**src/rtl/chess_clock_pkg.sv**
```systemverilog
// Shared definitions for the chess clock: game state encoding, winner codes,
// default prescaler sizing and a small helper picking the opponent of the
// player currently on move.
package chess_clock_pkg;

  localparam int TICKS_PER_SEC_DEFAULT = 100000000;
  localparam int TICK_W_DEFAULT        = 27;

  typedef enum logic [1:0] {
    ST_IDLE   = 2'd0,
    ST_RUN_P1 = 2'd1,
    ST_RUN_P2 = 2'd2,
    ST_OVER   = 2'd3
  } state_t;

  typedef enum logic [1:0] {
    WIN_NONE = 2'b00,
    WIN_P1   = 2'b01,
    WIN_P2   = 2'b10,
    WIN_DRAW = 2'b11
  } winner_t;

  // Winner when the player on move loses (resign or timeout).
  function automatic winner_t opponent_wins(input state_t s);
    return (s == ST_RUN_P1) ? WIN_P2 : WIN_P1;
  endfunction

endpackage

```
**src/rtl/chess_tick_gen.sv**
```systemverilog
// One-second prescaler.
//   clk, reset : clock, synchronous active-high reset (count -> 0)
//   clr        : force count to 0 (wins over en)
//   en         : advance count by one per cycle
//   wrap       : high while enabled and count sits at TICKS_PER_SEC-1, i.e. the
//                cycle on which the count rolls back to 0
module chess_tick_gen #(
  parameter int TICKS_PER_SEC = 10,
  parameter int TICK_W        = 4
) (
  input  logic clk,
  input  logic reset,
  input  logic clr,
  input  logic en,
  output logic wrap
);

  localparam logic [TICK_W-1:0] LAST = TICK_W'(TICKS_PER_SEC - 1);

  logic [TICK_W-1:0] cnt_q, cnt_d;

  assign wrap = en && (cnt_q == LAST);

  always_comb begin
    cnt_d = cnt_q;
    if (clr) begin
      cnt_d = '0;
    end else if (en) begin
      cnt_d = (cnt_q == LAST) ? '0 : cnt_q + TICK_W'(1);
    end
  end

  always_ff @(posedge clk) begin
    if (reset) begin
      cnt_q <= '0;
    end else begin
      cnt_q <= cnt_d;
    end
  end

endmodule

```
**src/rtl/chess_turn_ctrl.sv**
```systemverilog
// Game-sequencing controller for the two-player chess clock.
// Owns the game FSM, push-button edge detection and the one-second prescaler;
// emits load/dec/inc strobes to the two countdown timers and drives the LEDs.
//   Inputs : clk, reset (sync, active-high), start, switch_turn,
//            surrender_player1/2 (levels), p1_zero/p2_zero (timer at 00:00)
//   Outputs: timer_load (level), p1/p2_dec and p1/p2_inc (1-cycle pulses),
//            green/red LEDs per player, game_over, winner[1:0]
// Every output is a flop; next values are derived from the next state so the
// outputs change on the same edge where the deciding input edge is seen.
module chess_turn_ctrl
  import chess_clock_pkg::*;
#(
  parameter int TICKS_PER_SEC = TICKS_PER_SEC_DEFAULT,
  parameter int TICK_W        = TICK_W_DEFAULT,
  parameter int INC_EN        = 0
) (
  input  logic       clk,
  input  logic       reset,
  input  logic       start,
  input  logic       switch_turn,
  input  logic       surrender_player1,
  input  logic       surrender_player2,
  input  logic       p1_zero,
  input  logic       p2_zero,
  output logic       timer_load,
  output logic       p1_dec,
  output logic       p2_dec,
  output logic       p1_inc,
  output logic       p2_inc,
  output logic       player1_green_led,
  output logic       player2_green_led,
  output logic       player1_red_led,
  output logic       player2_red_led,
  output logic       game_over,
  output logic [1:0] winner
);

  state_t  state_q, state_d;
  winner_t winner_q, winner_d;
  logic    start_q, switch_q;
  logic    timer_load_q, timer_load_d;
  logic    p1_dec_q, p1_dec_d, p2_dec_q, p2_dec_d;
  logic    p1_inc_q, p1_inc_d, p2_inc_q, p2_inc_d;
  logic    green1_q, green1_d, green2_q, green2_d;
  logic    red1_q, red1_d, red2_q, red2_d;
  logic    over_q, over_d;

  logic    start_rise, switch_rise, active_zero;
  logic    tick_clr, tick_en, tick_wrap;

  chess_tick_gen #(
    .TICKS_PER_SEC(TICKS_PER_SEC),
    .TICK_W       (TICK_W)
  ) u_tick_gen (
    .clk  (clk),
    .reset(reset),
    .clr  (tick_clr),
    .en   (tick_en),
    .wrap (tick_wrap)
  );

  always_comb begin
    start_rise  = start & ~start_q;
    switch_rise = switch_turn & ~switch_q;
    active_zero = 1'b0;
    state_d     = state_q;
    winner_d    = winner_q;
    p1_dec_d    = 1'b0;
    p2_dec_d    = 1'b0;
    p1_inc_d    = 1'b0;
    p2_inc_d    = 1'b0;
    // Prescaler only runs while a player is on move; any turn boundary restarts it.
    tick_clr    = 1'b1;
    tick_en     = 1'b0;

    case (state_q)
      ST_IDLE: begin
        winner_d = WIN_NONE;
        if (start_rise) state_d = ST_RUN_P1;
      end
      ST_RUN_P1, ST_RUN_P2: begin
        // Only the player on move can time out.
        active_zero = (state_q == ST_RUN_P1) ? p1_zero : p2_zero;
        tick_clr    = 1'b0;
        tick_en     = 1'b1;
        if (surrender_player1 && surrender_player2) begin
          state_d  = ST_OVER;
          winner_d = WIN_DRAW;
          tick_clr = 1'b1;
        end else if (surrender_player1) begin
          state_d  = ST_OVER;
          winner_d = WIN_P2;
          tick_clr = 1'b1;
        end else if (surrender_player2) begin
          state_d  = ST_OVER;
          winner_d = WIN_P1;
          tick_clr = 1'b1;
        end else if (active_zero) begin
          state_d  = ST_OVER;
          winner_d = opponent_wins(state_q);
          tick_clr = 1'b1;
        end else if (switch_rise) begin
          // The partial second of the finished move is discarded.
          state_d  = (state_q == ST_RUN_P1) ? ST_RUN_P2 : ST_RUN_P1;
          tick_clr = 1'b1;
          if (INC_EN != 0) begin
            p1_inc_d = (state_q == ST_RUN_P1);
            p2_inc_d = (state_q == ST_RUN_P2);
          end
        end else if (tick_wrap) begin
          p1_dec_d = (state_q == ST_RUN_P1);
          p2_dec_d = (state_q == ST_RUN_P2);
        end
      end
      default: ; // ST_OVER: latched until reset
    endcase

    timer_load_d = (state_d == ST_IDLE);
    green1_d     = (state_d == ST_RUN_P1);
    green2_d     = (state_d == ST_RUN_P2);
    over_d       = (state_d == ST_OVER);
    red1_d       = over_d && ((winner_d == WIN_P2) || (winner_d == WIN_DRAW));
    red2_d       = over_d && ((winner_d == WIN_P1) || (winner_d == WIN_DRAW));
  end

  always_ff @(posedge clk) begin
    if (reset) begin
      state_q      <= ST_IDLE;
      winner_q     <= WIN_NONE;
      start_q      <= 1'b0;
      switch_q     <= 1'b0;
      timer_load_q <= 1'b1;
      p1_dec_q     <= 1'b0;
      p2_dec_q     <= 1'b0;
      p1_inc_q     <= 1'b0;
      p2_inc_q     <= 1'b0;
      green1_q     <= 1'b0;
      green2_q     <= 1'b0;
      red1_q       <= 1'b0;
      red2_q       <= 1'b0;
      over_q       <= 1'b0;
    end else begin
      state_q      <= state_d;
      winner_q     <= winner_d;
      start_q      <= start;
      switch_q     <= switch_turn;
      timer_load_q <= timer_load_d;
      p1_dec_q     <= p1_dec_d;
      p2_dec_q     <= p2_dec_d;
      p1_inc_q     <= p1_inc_d;
      p2_inc_q     <= p2_inc_d;
      green1_q     <= green1_d;
      green2_q     <= green2_d;
      red1_q       <= red1_d;
      red2_q       <= red2_d;
      over_q       <= over_d;
    end
  end

  assign timer_load        = timer_load_q;
  assign p1_dec            = p1_dec_q;
  assign p2_dec            = p2_dec_q;
  assign p1_inc            = p1_inc_q;
  assign p2_inc            = p2_inc_q;
  assign player1_green_led = green1_q;
  assign player2_green_led = green2_q;
  assign player1_red_led   = red1_q;
  assign player2_red_led   = red2_q;
  assign game_over         = over_q;
  assign winner            = winner_q;

endmodule

```
**config.mk**
```make
export PLATFORM = sky130hd
export DESIGN_NAME = chess_turn_ctrl
export DESIGN_NICKNAME = d
export VERILOG_FILES = /design/src/rtl/chess_clock_pkg.sv /design/src/rtl/chess_tick_gen.sv /design/src/rtl/chess_turn_ctrl.sv
export SDC_FILE = /design/constraint.sdc
export NUM_CORES = 1
export LEC_CHECK = 0
export CORE_UTILIZATION = 50
export CTS_BUF_LIST = sky130_fd_sc_hd__clkbuf_16
export DETAILED_ROUTE_END_ITERATION = 12
export GPL_TIMING_DRIVEN = 0
export PLACE_DENSITY = 0.69
export SYNTH_ARGS = -nofsm -noshare
export SYNTH_HDL_FRONTEND = slang
export SYNTH_SLANG_ARGS = --single-unit
```
**constraint.sdc**
```tcl
create_clock -name clk -period 2.6 [get_ports clk]
set_clock_uncertainty 0.2 [all_clocks]
set_input_delay 0.52 -clock clk [delete_from_list [all_inputs] [get_ports clk]]
set_output_delay 0.52 -clock clk [all_outputs]
set_load 0.01 [all_outputs]
```
==> results.toml <==
[layout]
fin_cells = 303
ff_latch_area_um2 = 825.8
fillCellCount = 345
syn_to_final_growth_pct = 19.41
nNetsFinal = 268
drive_gt1_share_pct = 11.76
multi_input_area_mm2 = 0.001146
antennaDiodeCount = 0

[logic_synthesis]
synth.most_common_cell = "dfxtp_1"
ys_ff_latch = 41
synth.area.top_cells = "dfxtp_1 (40%), xor2_1 (4.3%), a211oi_1 (4.0%), ha_1 (3.7%), nand4_1 (3.7%)"
synth_flop_cell = "dfxtp_1"
synth_common_cells = "dfxtp_1 (41), nand2_1 (18), nor3_1 (13), nand4_1 (12), a211oi_1 (11)"
netlist-cell-type-count = 43
yosysTopAreaCell = "dfxtp_1"
seq_area_frac_synth_pct = 40.05
synth_edf_count = 0
yosysWarnings = 0
netlist_instances = 229
avgSynthCellArea_um2 = 8.950
synthArstFlopShare_pct = 0
synth_top_area_share_pct = 40.05
syn-cell-area_mm2 = 0.002049

[timing]
rsz0062_at_grt = "yes"
max_freq_ghz = 0.3952
relSlewSlack_pct = 61.51
tightest_slew_ns = 0.5731
drv_slew = 0
fin_crit_ns = 2.530
setup_ws_ns = 0.06950
fin_crit_sh_pct = 97.33
finalHoldViolCount = 0
setup_viol = 0
fin_hold_ws_ns = 0.2835

[power]
leakagePower_nw = 0.8103
ir_drop_mv = 0.5598
powerDensity_mw_per_mm2 = 715.5

[placement]
hpwl_um = 3045
io_buffers = 17
pre_cts_slack_ns = -0.1196
place_inst = 295
gp_congestion = 0.8218

[global_route]
antenna_found_initial = 0
grt_pass1_vias = 1651
grt_pass1_wl_um = 7465
grt_max_degree = 13
track_usage_pct = 22.61
grt-ovfl-total = 0

[run]
drv_cap = 0

[drt]
wl_per_cell_um = 14.37
dr_total_vias = 1786
firstDrtPassIters = 4
dr.first_iter.drc_count = 73
vias_per_cell = 5.894
drt_wl_total_um = 4355
drc_errors = 0
ant_nets = 0

[clocking]
h-tree-depth = 2
clk_path_buf_depth = 2
cts_buffers = 5
cts.clk_slew.worst_paths_ns = 0.06
cts_tree = "yes"
clock_latency_ns = 0.28
cts.sinks = 41
root_buffer = "clkbuf_16"

[critical_path]
worstPathRequired_ns = 2.59
critical_path_buf_inv_count = 3
rr_endpoint = "p2_dec$_SDFF_PP0_"
slowest_delay_ns = 0.54
crit_chain = "inv_1 -> ha_1 -> mux2_2 -> or4_1 -> buf_2 -> clkbuf_4 -> nor3b_1"
end_kind = "register"
critical_path_depth = 7
cp-start-kind = "register"
arrival_ns = 2.52
critPathKind = "reg -> reg"
r2r_setup_slack_ns = 0.07
timing.rr.start = "state_q[1]$_SDFF_PP0_"
reg2reg_depth = 7
cp_max_fo = 10
crit_family = "simple AND/OR/NAND/NOR gates"
worst_path_max_delay_cell = "or4_1"

[floorplan]
chipHeight_um = 66.02
rows = 22
pin_count = 20
fp.dieW_um = 66.02
die_area_mm2 = 0.004359
start_util_pct = 53.95
core_mm2 = 0.003799

[hold_path]
hold_start = "u_tick_gen.cnt_q[0]$_SDFFE_PP0N_"
hold_path_depth = 1
hold_path_class = "reg -> reg"
whs_endpoint = "u_tick_gen.cnt_q[0]$_SDFFE_PP0N_"

[run_status]
status = "finished, final reports clean"
-- kinds of logic after synthesis --
logic type               after synthesis  synth area share, %
multiplexers                           2                1.099
buffers and inverters                 21                4.884
XOR/XNOR                              12                5.128
flip-flops                            41                40.05
AND/OR/NAND/NOR                      110                32.17
AO/OA/AOI/OAI                         36                12.82
other                                  1               0.1830
adder cells (fa/ha/maj)                6                3.663
-- where the power goes --
part,internal [W],switching (W)
Clock,0.000348,0.000241
Combinational,0.000207,0.000232
Sequential,0.000691,0.0000321
-- metal layers --
layer | global-route usage (%) | wire length, um | vias up
met3 | 4.828 | 140 | 5
li1 | - | - | 910
met5 | 0 | 0 | -
met4 | 8.777 | 58 | 0
met2 | 37.12 | 1960 | 25
met1 | 28.74 | 2195 | 846
-- layout by cell type, fill, tap and decap left out, types with 3 or more instances in the layout --
cell,instances
a211oi_1,11
or3_1,5
nor2b_1,3
nand3_1,8
or4_1,8
nor3b_1,7
nor2_1,10
xor2_1,10
and4_1,5
nor4_1,3
clkbuf_1,6
o21ai_0,6
inv_1,6
clkbuf_16,5
clkdlybuf4s50_1,17
ha_1,6
dfxtp_1,39
nor3_1,12
buf_2,4
nand4_1,12
nand2_1,18
o31ai_1,7
and3_1,3
nand2b_1,3
buf_4,5
-- how the worst max path moves through the flow --
stage | startpoint | end | slack [ns]
CTS | state_q[1]$_SDFF_PP0_ | p2_dec$_SDFF_PP0_ | 0.06
floorplan | state_q[0]$_SDFF_PP0_ | u_tick_gen.cnt_q[19]$_SDFFE_PP0N_ | 0.21
finish | state_q[1]$_SDFF_PP0_ | p2_dec$_SDFF_PP0_ | 0.07
global placement | surrender_player2 | p2_dec$_SDFF_PP0_ | -0.10
global route | state_q[1]$_SDFF_PP0_ | u_tick_gen.cnt_q[17]$_SDFFE_PP0N_ | -0.02
detailed placement | surrender_player2 | p2_dec$_SDFF_PP0_ | -0.12
-- through the flow --
stage / utilization, % / power [W] / setup TNS, ns / area [um2]
after floorplan: - / 0.001004 / 0 / 2053
after CTS: 63.90 / 0.001761 / 0 / 2427
after global placement: 60.11 / 0.001166 / -0.5345 / 2283
after detailed placement: 60.11 / 0.001167 / -0.7620 / 2283
final: 64.43 / 0.001751 / 0 / 2447
after global routing: 64.43 / 0.001846 / -0.05324 / 2447
-- layout make-up --
cell class              instances  area share [%]
flip-flops and latches         41           33.74
well taps                      48           2.454
clock inverters                 3          0.5624
repair buffers                 18           7.260
clock buffers                   5           5.112
plain buffers                  15           3.272
multi-input cells             168           46.83
inverters                       5          0.7669
-- repair_timing --
action / 4_1_cts / 5_1_grt
setup endpoints to repair: 3 / 8
gates cloned: 0 / 0
gates resized for setup: 2 / 5
hold buffers: 0 / 0
setup buffers: 0 / 1
-- flip-flops by register name, indices dropped and copies added (netlist names) --
signal / cells
state_q: 2
player2_green_led: 1
player2_red_led: 1
player1_green_led: 1
start_q: 1
p2_dec: 1
winner: 2
u_tick_gen.cnt_q: 27
switch_q: 1
game_over: 1
p1_dec: 1
timer_load: 1
player1_red_led: 1
Power figures use the tool's default switching activity.
